[src/rtl/winograd_result_collector.sv]
// winograd_result_collector
//   Sits beside the winograd dot-product unit. It sees the same operand beats at
//   issue time and computes the Winograd correction terms
//   ca = sum a[2j]*a[2j+1] and cb = sum b[2j]*b[2j+1]. These travel down a
//   LATENCY-deep pipe, so they line up with the unit's two partial outputs.
//   Each beat's dot product is out[0] + out[1] - ca - cb. Beats are accumulated
//   until the last chunk, and the signed total is presented on a valid/ready port.
// Ports
//   clk_i, rst_i        clock, synchronous active-high reset
//   issue_valid_i/_o    operand beat handshake (issue_ready_o low from last beat to result handshake)
//   last_i              beat closes the current dot product
//   in_0_i, in_1_i      8 signed operands each (element i at [i*W +: W])
//   wino_out_i          winograd partials, out[0] in the low OUT_SIZE bits
//   res_valid_o/ready_i result handshake
//   res_o, ovf_o        signed dot product and sticky signed-overflow flag
module winograd_result_collector #(
  parameter int unsigned IN_SIZE_0 = 8,
  parameter int unsigned IN_SIZE_1 = 8,
  parameter int unsigned LATENCY   = 3,
  parameter int unsigned ACC_SIZE  = 32,
  localparam int unsigned OUT_SIZE = 2 * (IN_SIZE_1 + 1) + 3
) (
  input  logic                    clk_i,
  input  logic                    rst_i,
  input  logic                    issue_valid_i,
  output logic                    issue_ready_o,
  input  logic                    last_i,
  input  logic [8*IN_SIZE_0-1:0]  in_0_i,
  input  logic [8*IN_SIZE_1-1:0]  in_1_i,
  input  logic [2*OUT_SIZE-1:0]   wino_out_i,
  output logic                    res_valid_o,
  input  logic                    res_ready_i,
  output logic [ACC_SIZE-1:0]     res_o,
  output logic                    ovf_o
);

  localparam int unsigned CA_W  = 2 * IN_SIZE_0 + 2;
  localparam int unsigned CB_W  = 2 * IN_SIZE_1 + 2;
  localparam int unsigned MAX_A = (ACC_SIZE > OUT_SIZE) ? ACC_SIZE : OUT_SIZE;
  localparam int unsigned MAX_B = (CA_W > CB_W) ? CA_W : CB_W;
  // Headroom wide enough that neither the beat sum nor acc + beat can wrap.
  localparam int unsigned WIDE_W = ((MAX_A > MAX_B) ? MAX_A : MAX_B) + 3;

  localparam logic [1:0] ST_ACC  = 2'd0;
  localparam logic [1:0] ST_WAIT = 2'd1;
  localparam logic [1:0] ST_HOLD = 2'd2;

  logic [1:0]                 state_q, state_d;
  logic                       issue_ready_q, issue_ready_d;
  logic signed [ACC_SIZE-1:0] acc_q, acc_d;
  logic                       ovf_acc_q, ovf_acc_d;
  logic [ACC_SIZE-1:0]        res_q, res_d;
  logic                       res_ovf_q, res_ovf_d;
  logic                       res_valid_q, res_valid_d;

  logic                       pipe_valid_q [LATENCY];
  logic                       pipe_valid_d [LATENCY];
  logic                       pipe_last_q  [LATENCY];
  logic                       pipe_last_d  [LATENCY];
  logic signed [CA_W-1:0]     pipe_ca_q    [LATENCY];
  logic signed [CA_W-1:0]     pipe_ca_d    [LATENCY];
  logic signed [CB_W-1:0]     pipe_cb_q    [LATENCY];
  logic signed [CB_W-1:0]     pipe_cb_d    [LATENCY];

  logic                       accept_c;
  logic signed [CA_W-1:0]     ca_c;
  logic signed [CB_W-1:0]     cb_c;

  assign accept_c = issue_valid_i & issue_ready_q;

  // Correction terms: sums of adjacent-pair products within each operand vector.
  always_comb begin : corr_terms
    logic signed [IN_SIZE_0-1:0]   a_e, a_o;
    logic signed [IN_SIZE_1-1:0]   b_e, b_o;
    logic signed [2*IN_SIZE_0-1:0] pa;
    logic signed [2*IN_SIZE_1-1:0] pb;
    ca_c = '0;
    cb_c = '0;
    for (int j = 0; j < 4; j++) begin
      a_e  = in_0_i[(2*j)*IN_SIZE_0 +: IN_SIZE_0];
      a_o  = in_0_i[(2*j+1)*IN_SIZE_0 +: IN_SIZE_0];
      b_e  = in_1_i[(2*j)*IN_SIZE_1 +: IN_SIZE_1];
      b_o  = in_1_i[(2*j+1)*IN_SIZE_1 +: IN_SIZE_1];
      pa   = (2*IN_SIZE_0)'(a_e) * (2*IN_SIZE_0)'(a_o);
      pb   = (2*IN_SIZE_1)'(b_e) * (2*IN_SIZE_1)'(b_o);
      ca_c = ca_c + CA_W'(pa);
      cb_c = cb_c + CB_W'(pb);
    end
  end

  // Delay line matching the winograd unit's issue-to-output latency.
  always_comb begin : pipe_next
    pipe_valid_d[0] = accept_c;
    pipe_last_d[0]  = accept_c & last_i;
    pipe_ca_d[0]    = ca_c;
    pipe_cb_d[0]    = cb_c;
    for (int i = 1; i < LATENCY; i++) begin
      pipe_valid_d[i] = pipe_valid_q[i-1];
      pipe_last_d[i]  = pipe_last_q[i-1];
      pipe_ca_d[i]    = pipe_ca_q[i-1];
      pipe_cb_d[i]    = pipe_cb_q[i-1];
    end
  end

  // Accumulate, control FSM and result register.
  always_comb begin : ctrl_next
    logic signed [OUT_SIZE-1:0] out0_s, out1_s;
    logic signed [WIDE_W-1:0]   beat_w, sum_w;
    logic signed [ACC_SIZE-1:0] acc_next;
    logic                       ovf_next;
    logic                       exit_valid, exit_last;

    state_d     = state_q;
    acc_d       = acc_q;
    ovf_acc_d   = ovf_acc_q;
    res_d       = res_q;
    res_ovf_d   = res_ovf_q;
    res_valid_d = res_valid_q;

    exit_valid = pipe_valid_q[LATENCY-1];
    exit_last  = pipe_last_q[LATENCY-1];
    out0_s     = wino_out_i[OUT_SIZE-1:0];
    out1_s     = wino_out_i[2*OUT_SIZE-1:OUT_SIZE];
    beat_w     = WIDE_W'(out0_s) + WIDE_W'(out1_s)
               - WIDE_W'(pipe_ca_q[LATENCY-1]) - WIDE_W'(pipe_cb_q[LATENCY-1]);
    sum_w      = WIDE_W'(acc_q) + beat_w;
    acc_next   = sum_w[ACC_SIZE-1:0];
    // Overflow when the wrapped sum no longer equals the exact sum.
    ovf_next   = ovf_acc_q | (WIDE_W'(acc_next) != sum_w);

    if (exit_valid) begin
      acc_d     = acc_next;
      ovf_acc_d = ovf_next;
    end

    case (state_q)
      ST_ACC: begin
        if (accept_c && last_i) state_d = ST_WAIT;
      end
      ST_WAIT: begin
        if (exit_valid && exit_last) begin
          res_d       = acc_next;
          res_ovf_d   = ovf_next;
          res_valid_d = 1'b1;
          acc_d       = '0;
          ovf_acc_d   = 1'b0;
          state_d     = ST_HOLD;
        end
      end
      ST_HOLD: begin
        if (res_ready_i) begin
          res_valid_d = 1'b0;
          state_d     = ST_ACC;
        end
      end
      default: state_d = ST_ACC;
    endcase

    issue_ready_d = (state_d == ST_ACC);
  end

  always_ff @(posedge clk_i) begin
    if (rst_i) begin
      state_q       <= ST_ACC;
      issue_ready_q <= 1'b1;
      acc_q         <= '0;
      ovf_acc_q     <= 1'b0;
      res_q         <= '0;
      res_ovf_q     <= 1'b0;
      res_valid_q   <= 1'b0;
      for (int i = 0; i < LATENCY; i++) begin
        pipe_valid_q[i] <= 1'b0;
        pipe_last_q[i]  <= 1'b0;
        pipe_ca_q[i]    <= '0;
        pipe_cb_q[i]    <= '0;
      end
    end else begin
      state_q       <= state_d;
      issue_ready_q <= issue_ready_d;
      acc_q         <= acc_d;
      ovf_acc_q     <= ovf_acc_d;
      res_q         <= res_d;
      res_ovf_q     <= res_ovf_d;
      res_valid_q   <= res_valid_d;
      for (int i = 0; i < LATENCY; i++) begin
        pipe_valid_q[i] <= pipe_valid_d[i];
        pipe_last_q[i]  <= pipe_last_d[i];
        pipe_ca_q[i]    <= pipe_ca_d[i];
        pipe_cb_q[i]    <= pipe_cb_d[i];
      end
    end
  end

  assign issue_ready_o = issue_ready_q;
  assign res_valid_o   = res_valid_q;
  assign res_o         = res_q;
  assign ovf_o         = res_ovf_q;

endmodule

[config.mk]
export PLATFORM = sky130hd
export DESIGN_NAME = winograd_result_collector
export DESIGN_NICKNAME = d
export VERILOG_FILES = /design/src/rtl/winograd_result_collector.sv
export SDC_FILE = /design/constraint.sdc
export NUM_CORES = 2
export LEC_CHECK = 0
export ABC_AREA = 0
export CORE_UTILIZATION = 60
export DETAILED_ROUTE_END_ITERATION = 8
export DONT_BUFFER_PORTS = 1
export PLACE_DENSITY = 0.76
export SLEW_MARGIN = 5
export SYNTH_ARGS = -nofsm -noshare
export SYNTH_HDL_FRONTEND = slang
export SYNTH_SLANG_ARGS = --single-unit
[constraint.sdc]
create_clock -name clk_i -period 13.3 [get_ports clk_i]
set_input_delay 2.66 -clock clk_i [delete_from_list [all_inputs] [get_ports clk_i]]
set_output_delay 2.66 -clock clk_i [all_outputs]
set_load 0.01 [all_outputs]
[Yosys cells after proc, flatten, opt, wreduce, memory -nomap -nowiden]
Memories as Yosys holds them, arrays and structs flattened.
Index checks and enable logic that the tools add are counted.
Word-level totals
  register bits after elaboration: 70
  bits in latches: 0
  RAM bits: 114
  ROM bits: 0
  input bits: 175
  output and inout port bits: 35
  memories kept: 4
Memory list
  pipe_ca_q: depth 3, width 18, read ports 3, clocked after memory_dff 0, wr ports 3, line 60  | logic signed [CA_W-1:0] pipe_ca_q [LATENCY];
  pipe_cb_q: depth 3, width 18, read ports 3, clocked after memory_dff 0, wr ports 3, line 62  | logic signed [CB_W-1:0] pipe_cb_q [LATENCY];
  pipe_last_q: depth 3, width 1, read ports 3, clocked after memory_dff 0, wr ports 3, line 58  | logic pipe_last_q [LATENCY];
  pipe_valid_q: depth 3, width 1, read ports 3, clocked after memory_dff 0, wr ports 3, line 56  | logic pipe_valid_q [LATENCY];
Cells by class
  add/sub/neg operators: 10
  $mul: 8
  div/mod/pow operators: 0
  $lt $le $gt $ge: 0
  eq/ne operators: 5
  shift operators: 0
  muxes and demuxes: 28
  bitwise operators: 15
  reduce and logical (&&, ||, !) cells: 7
Operators by type and width (number)
  multiplier 8 x 8 -> 16 bit: 8
  two-way mux 18 bit: 6
  two-way mux 32 bit: 3
  adder 17 x 16 -> 18 bit: 2
  adder 18 x 16 -> 18 bit: 2
  adder 16 x 16 -> 17 bit: 2
  adder 32 x 24 -> 33 bit: 1
  subtractor 23 x 18 -> 24 bit: 1
  subtractor 22 x 18 -> 23 bit: 1
  adder 21 x 21 -> 22 bit: 1
  two-way mux 1 bit: 14
  bitwise OR 1 bit: 13
  two-way mux 2 bit: 3
  one-hot mux 2 bit (3 select lines): 1
  logical NOT 2 bit: 2
  inequality test 2 bit, second input constant: 2
  AND reduction 3 bit: 1
  AND 1 bit: 2
  equality test 2 x 1 -> 1 bit, second input constant: 1
  equality test 2 bit, second input constant: 1
  logical AND 1 bit: 2
  one-hot mux 1 bit (2 select lines): 1
  AND reduction 2 bit: 1
  nonzero test 2 bit: 1
  inequality test 1 bit: 1

[Longest topological paths before layout]
  depth in word-level cells: 9
  depth in mapped cells: 26

[Least setup slack after synthesis]
Ideal clock, no wire load.
  kind: input to register
  start point: in in_1_i[10]
  end point: mem pipe_cb_q[0][17] (netlist bit)
  data arrival time: 8.501 ns
  data required time: 13.172 ns
  setup slack: 4.672 ns
  stages on the path: 26
  cell sequence: nand2_1 > fa_1 > inv_1 > fa_1 > inv_1 > fa_1 > inv_1 > ha_1 > inv_1 > fa_1 > inv_1 > fa_1 > inv_1 > fa_1 > inv_1 > fa_1 > fa_1 > a21o_1 > a21oi_1 > o21bai_1 > a31o_2 > a41oi_1 > a21oi_1 > a31oi_1 > xnor2_1 > nor2_1
RTL lines
  start, declared: line 29  | input logic [8*IN_SIZE_1-1:0] in_1_i,
  end, declared: line 62

==> flow_metrics.py <==
metrics = {
    "floorplanning": {
        "die_width_um": 227,
        "ios": 210,
        "rows": 82,
        "die_h_um": 227,
        "core-area_sq_um": 50100,
        "die-area_sq_um": 51500,
        "start_util_pct": 60.7,
    },
    "timing": {
        "min_period_over_period_pct": 64.9,
        "hold_viol": 0,
        "final-setup-viol-count": 0,
        "tns_ns": 0,
        "relSlewSlack_pct": 23.8,
        "drv_slew": 0,
        "rsz0062_at_grt": "false",
        "timing.fmax_mhz": 116,
        "tightest_slew_ns": 1.14,
        "period_needed_ns": 8.63,
        "final.setup_skew_ns": 0.0108,
    },
    "placed_design": {
        "place.port_buffers": 0,
        "gp_congestion": 0.950,
        "dp_hpwl_um": 61700,
    },
    "global_routing": {
        "use_met2_pct": 49.1,
        "grt_antenna_before_repair": 0,
        "grtUsageMet1_pct": 39.3,
        "gr-total-overflow": 0,
        "top_usage_layer": "met2",
        "grt_pass1_wl_um": 115000,
        "grt.met3_usage_pct": 4.87,
        "grt_start_max_net_pins": 153,
        "grtUsageTotal_pct": 29.3,
        "grt_pass1_vias": 22100,
    },
    "critical_path": {
        "cp_num_buf_inv": 5,
        "r2r_setup_slack_ns": 8.28,
        "worstSetupEndpointType": "flop",
        "cpMostUsedCell": "fa_1",
        "slowest_delay_ns": 0.70,
        "crit_slowest_cell": "fa_1",
        "worstPathCellList": "nand2_1 -> inv_1 -> fa_1 -> inv_1 -> fa_1 -> fa_1 -> inv_1 -> fa_1 -> fa_1 -> fa_1 -> fa_1 -> inv_1 -> fa_1 -> inv_1 -> ha_1 -> a21o_1 -> a31o_2 -> a41oi_1 -> a21oi_1 -> a31oi_1 -> xnor2_1 -> nor2_1",
        "critical_path_arrival_ns": 8.96,
        "critPathKind": "in2reg",
        "start_kind": "primary input",
        "worstPathMaxFanout": 8,
        "timing.rr.start": "pipe_cb_q[0][53]",
        "r2r_end": "ovf_o",
        "rr_worst_depth": 14,
        "cp.required_ns": 13.63,
        "crit_family": "adder cells",
    },
    "cts": {
        "clk_pin_slew_ns": 0.07,
        "cts_htree_levels": 4,
        "cts_resized": 0,
        "clock_latency_ns": 0.44,
        "cts_root_buf": "clkbuf_16",
        "tritoncts": "built",
        "postCtsSetupBuffers": 0,
        "clockBufferDepth": 2,
        "hold_buffers": 0,
        "numCtsBuffers": 17,
        "clkSinkCount": 184,
    },
    "hold_path": {
        "hold_start": "pipe_ca_q[0][19]",
        "holdPathEnd": "pipe_ca_q[0][37]",
        "whs_path_depth": 1,
        "hold_class": "reg2reg",
    },
    "routing": {
        "drt_first_pass_iters": 9,
        "dr.first_iter.drc_count": 1195,
        "vias": 19800,
        "remaining_drc_errors": 0,
        "wl_per_cell_um": 18.8,
        "ant_nets": 0,
        "viasPerCell": 5.29,
        "wirelength_um": 70400,
    },
    "cells_and_area": {
        "synthToLayoutAreaGrowth_pct": 4.34,
        "layout-drive-gt1-share_pct": 1.86,
        "nFillCells": 4226,
        "nNetsFinal": 4163,
    },
    "logic_synthesis": {
        "synth_area_leaders": "fa_1 47%, dfxtp_1 12%, inv_1 9.8%",
        "synth.avg_cell_area_sq_um": 9.91,
        "synth_seq_cells": 184,
        "synth_edf_count": 0,
        "synth_fp_nets": 4179,
        "async_flop_share_pct": 0,
        "yosysSeqAreaShare_pct": 12.1,
        "post-synth-top-area-fraction_pct": 46.8,
        "synth_warnings": 0,
        "syn_area_sq_um": 30400,
        "yosysMostFrequentCell": "inv_1",
        "syn_inst": 3067,
        "yosys.area.top_type": "fa_1",
        "synthTopCellsByCount": "790 x inv_1, 711 x fa_1, 285 x and2_1",
        "synth.distinct_cells": 60,
        "ys_dominant_reg_cell": "dfxtp_1",
    },
    "outcome": {
        "status": "complete, no violations",
    },
    "run": {
        "maxCapViolCount": 0,
    },
}
cell usage in the layout, fill, tap and decap left out, types with 3 or more instances in the layout:
master,n
a21oi_1,71
inv_8,3
clkbuf_16,17
or3_1,8
xnor2_1,65
ha_1,226
nor3_1,11
a211oi_1,7
nand2_1,243
xor2_1,24
a31oi_1,7
nand2b_1,31
nand3_1,12
nand3b_1,11
dfxtp_1,183
o21ai_0,33
o21a_1,6
and2_1,285
a41oi_1,4
nor2_1,96
a21o_1,15
mux2i_1,23
fa_1,711
buf_4,3
and4_1,3
nor2b_1,111
nand4_1,3
inv_6,4
o211ai_1,3
inv_1,790
o21bai_1,4
o21ai_1,6
flip-flops by register name, summed over array words and instances (netlist names):
signal / count
pipe_cb_q: 54
issue_ready_o: 1
ovf_o: 1
acc_q: 32
state_q: 2
pipe_valid_q: 3
pipe_last_q: 3
pipe_ca_q: 54
res_valid_o: 1
res_o: 32
ovf_acc_q: 1
cell type report:
cell class	count	area, sq um	area share, %
Timing Repair Buffer	3	22.5	0.0710
Clock inverter	13	155	0.489
Clock buffer	19	443	1.40
Antenna cell	2	5.00	0.0158
Inverter	790	2970	9.35
Tap cell	672	841	2.65
Sequential cell	184	3680	11.6
Multi-Input combinational cell	2055	23600	74.4
per-layer routing:
metal  wire length (um)  share of wire (%)
met1              30000                 43
met2              34000                 48
met3               4400                6.2
met4               2020                2.9
met5                  0                  0
logic make-up after synthesis:
kind of cell               after synthesis  share of synthesized area, %
adders and majority gates              937                          56.1
DFF                                    184                          12.1
and+or+nand+nor                        827                          14.4
AOI/OAI and AO/OA                      179                          3.78
xor gates and xnor gates                89                          2.57
muxes                                   23                         0.758
buffers and inverters                  828                          10.3
how the worst max path moves through the flow:
| stage | startpoint | endpoint | slack, ns | depth (start not counted) |
|---|---|---|---|---|
| 2_1_floorplan | in_1_i[10] | pipe_cb_q[0][17] | 4.67 | 26 |
| 3_3_place_gp | in_0_i[55] | pipe_ca_q[0][17] | 4.34 | 22 |
| 3_5_place_dp | in_0_i[24] | pipe_ca_q[0][17] | 4.22 | 22 |
| 4_1_cts | in_0_i[24] | pipe_ca_q[0][17] | 4.69 | 22 |
| 5_1_grt | in_0_i[24] | pipe_ca_q[0][16] | 4.41 | 21 |
| 6_report | in_0_i[55] | pipe_ca_q[0][17] | 4.67 | 22 |
per-stage QoR:
step,hold slack [ns],worst slack (ns),util [%],area (sq um),cells
detailed placement,0.422,4.22,62.1,31100,3704
finish,0.435,4.67,63.3,31700,3738
floorplan,0.414,4.67,-,30400,3067
CTS,0.437,4.69,63.3,31700,3736
global placement,0.416,4.34,62.1,31100,3704
global route,0.452,4.41,63.3,31700,3736
Power is left out: the tool's default activity adds up to more than one toggle a clock period on the data nets, which glitch-free logic cannot reach.
